<file path="src/rtl/lucaz97_pkg.sv">
// Shared types and constants for the scan-load guard and the core build it feeds.
package lucaz97_pkg;

    typedef enum logic [2:0] {
        IDLE,
        SCAN,
        LOADED,
        RUN,
        ERROR
    } slg_state_t;

    localparam logic [7:0] CRC8_POLY = 8'h07;

    // Must match the core scan chain; MEM_SIZE at the top level is derived from it.
    localparam int SLG_CHAIN_LEN = 136;

    function automatic logic [7:0] crc8_step(input logic [7:0] crc, input logic data_bit);
        logic fb;
        fb = crc[7] ^ data_bit;
        return {crc[6:0], 1'b0} ^ (fb ? CRC8_POLY : 8'h00);
    endfunction

endpackage

</file>
<file path="src/rtl/scan_load_guard_btn_debounce.sv">
// Button conditioning: 2-flop synchronizer followed by a stability counter.
module btn_debounce #(
    parameter int DEBOUNCE_CYCLES = 16
) (
    input  logic clk,
    input  logic rst,
    input  logic btn_pin,
    output logic btn_out
);

    localparam int CW = (DEBOUNCE_CYCLES > 1) ? $clog2(DEBOUNCE_CYCLES) : 1;
    localparam logic [CW-1:0] CNT_LAST = CW'(DEBOUNCE_CYCLES - 1);

    logic          sync1;
    logic          sync2;
    logic [CW-1:0] cnt;

    always_ff @(posedge clk) begin
        if (rst) begin
            sync1   <= 1'b0;
            sync2   <= 1'b0;
            cnt     <= '0;
            btn_out <= 1'b0;
        end else begin
            sync1 <= btn_pin;
            sync2 <= sync1;
            if (sync2 == btn_out) begin
                cnt <= '0;
            end else if (cnt == CNT_LAST) begin
                btn_out <= !btn_out;
                cnt     <= '0;
            end else begin
                cnt <= cnt + CW'(1);
            end
        end
    end

endmodule

</file>
<file path="src/rtl/scan_load_guard.sv">
// Conditions the TT pins for the accumulator core: registers the scan path, checks
// scan session length/CRC, and releases proc_en only after a complete load.
//
// state  | meaning
// IDLE   | after reset, nothing loaded, run requests ignored
// SCAN   | scan session in progress, counting bits and tracking CRC
// LOADED | last session was exactly CHAIN_LEN bits, core may run
// RUN    | proc_en asserted to the core
// ERROR  | last session was short or long, run requests ignored
module scan_load_guard
    import lucaz97_pkg::*;
#(
    parameter int CHAIN_LEN       = SLG_CHAIN_LEN,
    parameter int DEBOUNCE_CYCLES = 16
) (
    input  logic       clk,
    input  logic       rst,
    input  logic       scan_enable_n,
    input  logic       proc_enable_n,
    input  logic       scan_in_pin,
    input  logic       btn_pin,
    output logic       scan_enable,
    output logic       scan_in,
    output logic       proc_en,
    output logic       btn_out,
    output logic       load_ok,
    output logic       load_err,
    output logic [7:0] crc_out
);

    localparam int CW = $clog2(CHAIN_LEN + 2);
    localparam logic [CW-1:0] CNT_FULL = CW'(CHAIN_LEN);
    localparam logic [CW-1:0] CNT_OVF  = CW'(CHAIN_LEN + 1);

    slg_state_t    state, state_d;
    logic [CW-1:0] bit_cnt, bit_cnt_d;
    logic [7:0]    crc, crc_d;
    logic          load_ok_d, load_err_d;
    logic          scan_req, proc_req, scan_rise;

    assign scan_req  = !scan_enable_n;
    assign proc_req  = !proc_enable_n;
    // scan_enable holds last cycle's scan_req, so it doubles as the edge-detect flop.
    assign scan_rise = scan_req && !scan_enable;
    assign crc_out   = crc;

    always_ff @(posedge clk) begin
        if (rst) begin
            state       <= IDLE;
            bit_cnt     <= '0;
            crc         <= 8'h00;
            load_ok     <= 1'b0;
            load_err    <= 1'b0;
            scan_enable <= 1'b0;
            scan_in     <= 1'b0;
            proc_en     <= 1'b0;
        end else begin
            state       <= state_d;
            bit_cnt     <= bit_cnt_d;
            crc         <= crc_d;
            load_ok     <= load_ok_d;
            load_err    <= load_err_d;
            scan_enable <= scan_req;
            scan_in     <= scan_in_pin;
            // Decoded from the next state so proc_en falls on the same edge scan_enable rises.
            proc_en     <= (state_d == RUN) && !scan_req;
        end
    end

    always_comb begin
        state_d    = state;
        bit_cnt_d  = bit_cnt;
        crc_d      = crc;
        load_ok_d  = load_ok;
        load_err_d = load_err;
        if (scan_rise) begin
            state_d    = SCAN;
            bit_cnt_d  = CW'(1);
            crc_d      = crc8_step(8'h00, scan_in_pin);
            load_ok_d  = 1'b0;
            load_err_d = 1'b0;
        end else begin
            case (state)
                SCAN: begin
                    if (scan_req) begin
                        if (bit_cnt != CNT_OVF) begin
                            bit_cnt_d = bit_cnt + CW'(1);
                        end
                        crc_d = crc8_step(crc, scan_in_pin);
                    end else if (bit_cnt == CNT_FULL) begin
                        state_d   = LOADED;
                        load_ok_d = 1'b1;
                    end else begin
                        state_d    = ERROR;
                        load_err_d = 1'b1;
                    end
                end
                LOADED: begin
                    if (proc_req && !scan_req) begin
                        state_d = RUN;
                    end
                end
                RUN: begin
                    if (!proc_req) begin
                        state_d = LOADED;
                    end
                end
                default: begin
                    state_d = state;
                end
            endcase
        end
    end

    btn_debounce #(
        .DEBOUNCE_CYCLES(DEBOUNCE_CYCLES)
    ) u_btn_debounce (
        .clk    (clk),
        .rst    (rst),
        .btn_pin(btn_pin),
        .btn_out(btn_out)
    );

endmodule

</file>
<file path="config.mk">
export PLATFORM = sky130hd
export DESIGN_NAME = scan_load_guard
export DESIGN_NICKNAME = d
export VERILOG_FILES = /design/src/rtl/lucaz97_pkg.sv /design/src/rtl/scan_load_guard_btn_debounce.sv /design/src/rtl/scan_load_guard.sv
export SDC_FILE = /design/constraint.sdc
export NUM_CORES = 1
export LEC_CHECK = 0
export CAP_MARGIN = 0
export CORE_MARGIN = 1.5
export CORE_UTILIZATION = 40
export DETAILED_ROUTE_END_ITERATION = 10
export PLACE_DENSITY = 0.63
export SLEW_MARGIN = 20
export SYNTH_ARGS = -nofsm -noshare
export SYNTH_HDL_FRONTEND = slang
export SYNTH_SLANG_ARGS = --single-unit
</file>
<file path="constraint.sdc">
create_clock -name clk -period 2.55 [get_ports clk]
set_clock_uncertainty 0.05 [all_clocks]
set_input_delay 0.51 -clock clk [delete_from_list [all_inputs] [get_ports clk]]
set_output_delay 0.51 -clock clk [all_outputs]
set_load 0.005 [all_outputs]
</file>
==> results_dict.tcl <==
set metrics [dict create \
    rsz0062_at_grt "false" \
    regToRegSetupSlack_ns 0.68 \
    vias 1085 \
    avgViaCountPerCell 5.00 \
    dr.pass1.iters 4 \
    cts_buffers 5 \
    nNetsFinal 180 \
    leakage_nw 0.578 \
    timing.final.crit_period_ns 2.02 \
    synth_top_family_by_area "simple AND/OR/NAND/NOR gates" \
    grt_pass1_wl_um 4540 \
    synth_compound_area_share_pct 16.1 \
    synthTopCellsByCount "dfxtp_1, nor2_1, a21oi_1, inv_1, xnor2_1" \
    setup_total_negative_slack_ns 0 \
    die-area_um2 3810 \
    drv_cap 0 \
    yosysWarningCount 0 \
    grt_max_degree 16 \
    synthTopCellsByArea "dfxtp_1, nor2_1, xnor2_1" \
    gp_congestion 0.750 \
    synth-seq-area-share_pct 45.0 \
    clk-insertion-delay-late_ns 0.33 \
    postSynthCellCount 146 \
    synth.avg_cell_area_um2 9.44 \
    grt.overflow.total 0 \
    wl_per_cell_um 12.3 \
    synth_ff_type "dfxtp_1" \
    wirelength_um 2660 \
    finish.utilization_pct 51.0 \
    async_reset_ff_share_pct 0 \
    cts_setup_buffers 0 \
    final_area_um2 1690 \
    crit_path_max_fanout 13 \
    regArea_um2 621 \
    cp.arrival_ns 2.19 \
    max_freq_mhz 495 \
    status "completed" \
    cts_tree "built" \
    yosysTopAreaCell "dfxtp_1" \
    end_kind "register" \
    die_h_um 61.7 \
    clockRootBuffer "clkbuf_4" \
    p_total_mw 0.914 \
    cts.sinks 31 \
    min_period_over_period_pct 79.2 \
    synth.top_cell.area_share_pct 45.0 \
    hold_violations 0 \
    peakVddDrop_mv 0.254 \
    io_buffers 19 \
    relSlewSlack_pct 66.6 \
    crit_chain "clkdlybuf4s50_1, or4b_4, a2111oi_2, xnor2_1, nor2_2" \
    dpl.hpwl_um 1950 \
    clk_pin_slew_ns 0.09 \
    synth_area_um2 1380 \
    dpl_cell_area_um2 1620 \
    drt_first_iter_violations 38 \
    ant_nets 0 \
    ctsResizeCount 0 \
    synthAdderAreaFrac_pct 3.63 \
    clock_path_buffers 2 \
    synth.most_common_cell "dfxtp_1" \
    setup_viol 0 \
    critPathMaxStageDelay_ns 0.60 \
    io_pins 20 \
    cts.htree.levels 2 \
    synthMuxAreaShare_pct 3.09 \
    antenna_found_initial 0 \
    start_kind "input port" \
    drc 0 \
    fp.dieW_um 61.7 \
    p_per_area_nw_per_um2 542 \
    crit_type "in2reg" \
    core_um2 3310 \
    layout-drive-gt1-share_pct 13.5 \
    synth-edff-count 0 \
    hold_path.class "reg2reg" \
    area_delta_synth_final_pct 22.4 \
    multi_input_area_um2 702 \
    required_ns 2.72 \
    synth_xor_area_share_pct 7.62 \
    slowest_stage "or4b_4" \
    cts-hold-fix-buffers 0 \
    synth_cell_types 40 \
    track_usage_pct 16.5 \
    fill_cells 327 \
    finalMaxSlewViolations 0 \
    fp-row-count 21 \
    tightest_slew_ns 0.498 \
    syn-num-nets 156 \
    start_util_pct 41.6 \
    grt_pass1_vias 1035 \
    antenna_cells 0 \
    ys_seq_elements 31 \
    synth-simple-area-share_pct 20.5 \
]
==> registers in the layout, indices dropped and copies added, names as in the netlist <==
signal / cells
state: 3
scan_enable: 1
load_ok: 1
proc_en: 1
load_err: 1
u_btn_debounce.sync2: 1
u_btn_debounce.btn_out: 1
crc_out: 8
u_btn_debounce.cnt: 4
u_btn_debounce.sync1: 1
bit_cnt: 8
scan_in: 1
==> worst max-delay path: cells and delay by family <==
family          cells  cell delay (ns)
simple gates        2             0.65
buf+inv             1             0.42
compound gates      1             0.41
xor+xnor            1             0.18
==> cells by family after synthesis <==
logic type | count (synthesis)
simple gates | 52
xor+xnor | 12
compound gates | 30
flops | 31
buf+inv | 13
mux | 4
fa+ha+maj | 4
==> per-stage QoR <==
stage	instances	hold WS (ns)	setup slack, ns
global placement	209	0.369	0.227
finish	217	0.406	0.530
CTS	217	0.409	0.542
floorplan	146	0.364	0.782
detailed placement	209	0.384	0.185
global route	217	0.432	0.459
==> layout by cell type (no fill, tap or decap), types with 3 or more instances in the layout <==
master	instances
dfxtp_1	31
nor2_1	23
nand2b_1	3
clkdlybuf4s50_1	19
xor2_1	3
nand2_1	3
nand3_1	6
ha_1	4
nor2b_1	3
a21oi_1	9
xnor2_1	9
inv_1	9
a22oi_1	5
clkbuf_4	5
==> metal layers <==
layer,vias to the layer above,routed length (um),GRT usage [%]
li1,552,-,-
met1,507,1260,21.0
met2,19,1240,25.1
met3,7,94,4.35
met4,0,67,10.0
met5,-,0,0
==> path summary, 6_finish.rpt <==
| path | start | end | cells after the start |
|---|---|---|---|
| max | scan_enable_n | bit_cnt[5] | 5 |
| min | load_ok | load_ok | 2 |
| max reg2reg | state[0] | bit_cnt[5] | 4 |
| min reg2reg | load_ok | load_ok | 2 |
==> power breakdown <==
part           internal (mW)  switching [mW]  total, mW
sequential             0.495          0.0120      0.507
combinational         0.0411          0.0401     0.0811
clock                  0.162           0.164      0.326
==> final cells by class <==
type,instances,area share (%)
clock buffers,8,4.08
inverters,9,2.00
multi-input cells,102,41.6
flip-flops and latches,31,36.8
well taps,46,3.41
repair buffers,21,12.2
No activity file was read; power rests on OpenSTA's default activity.
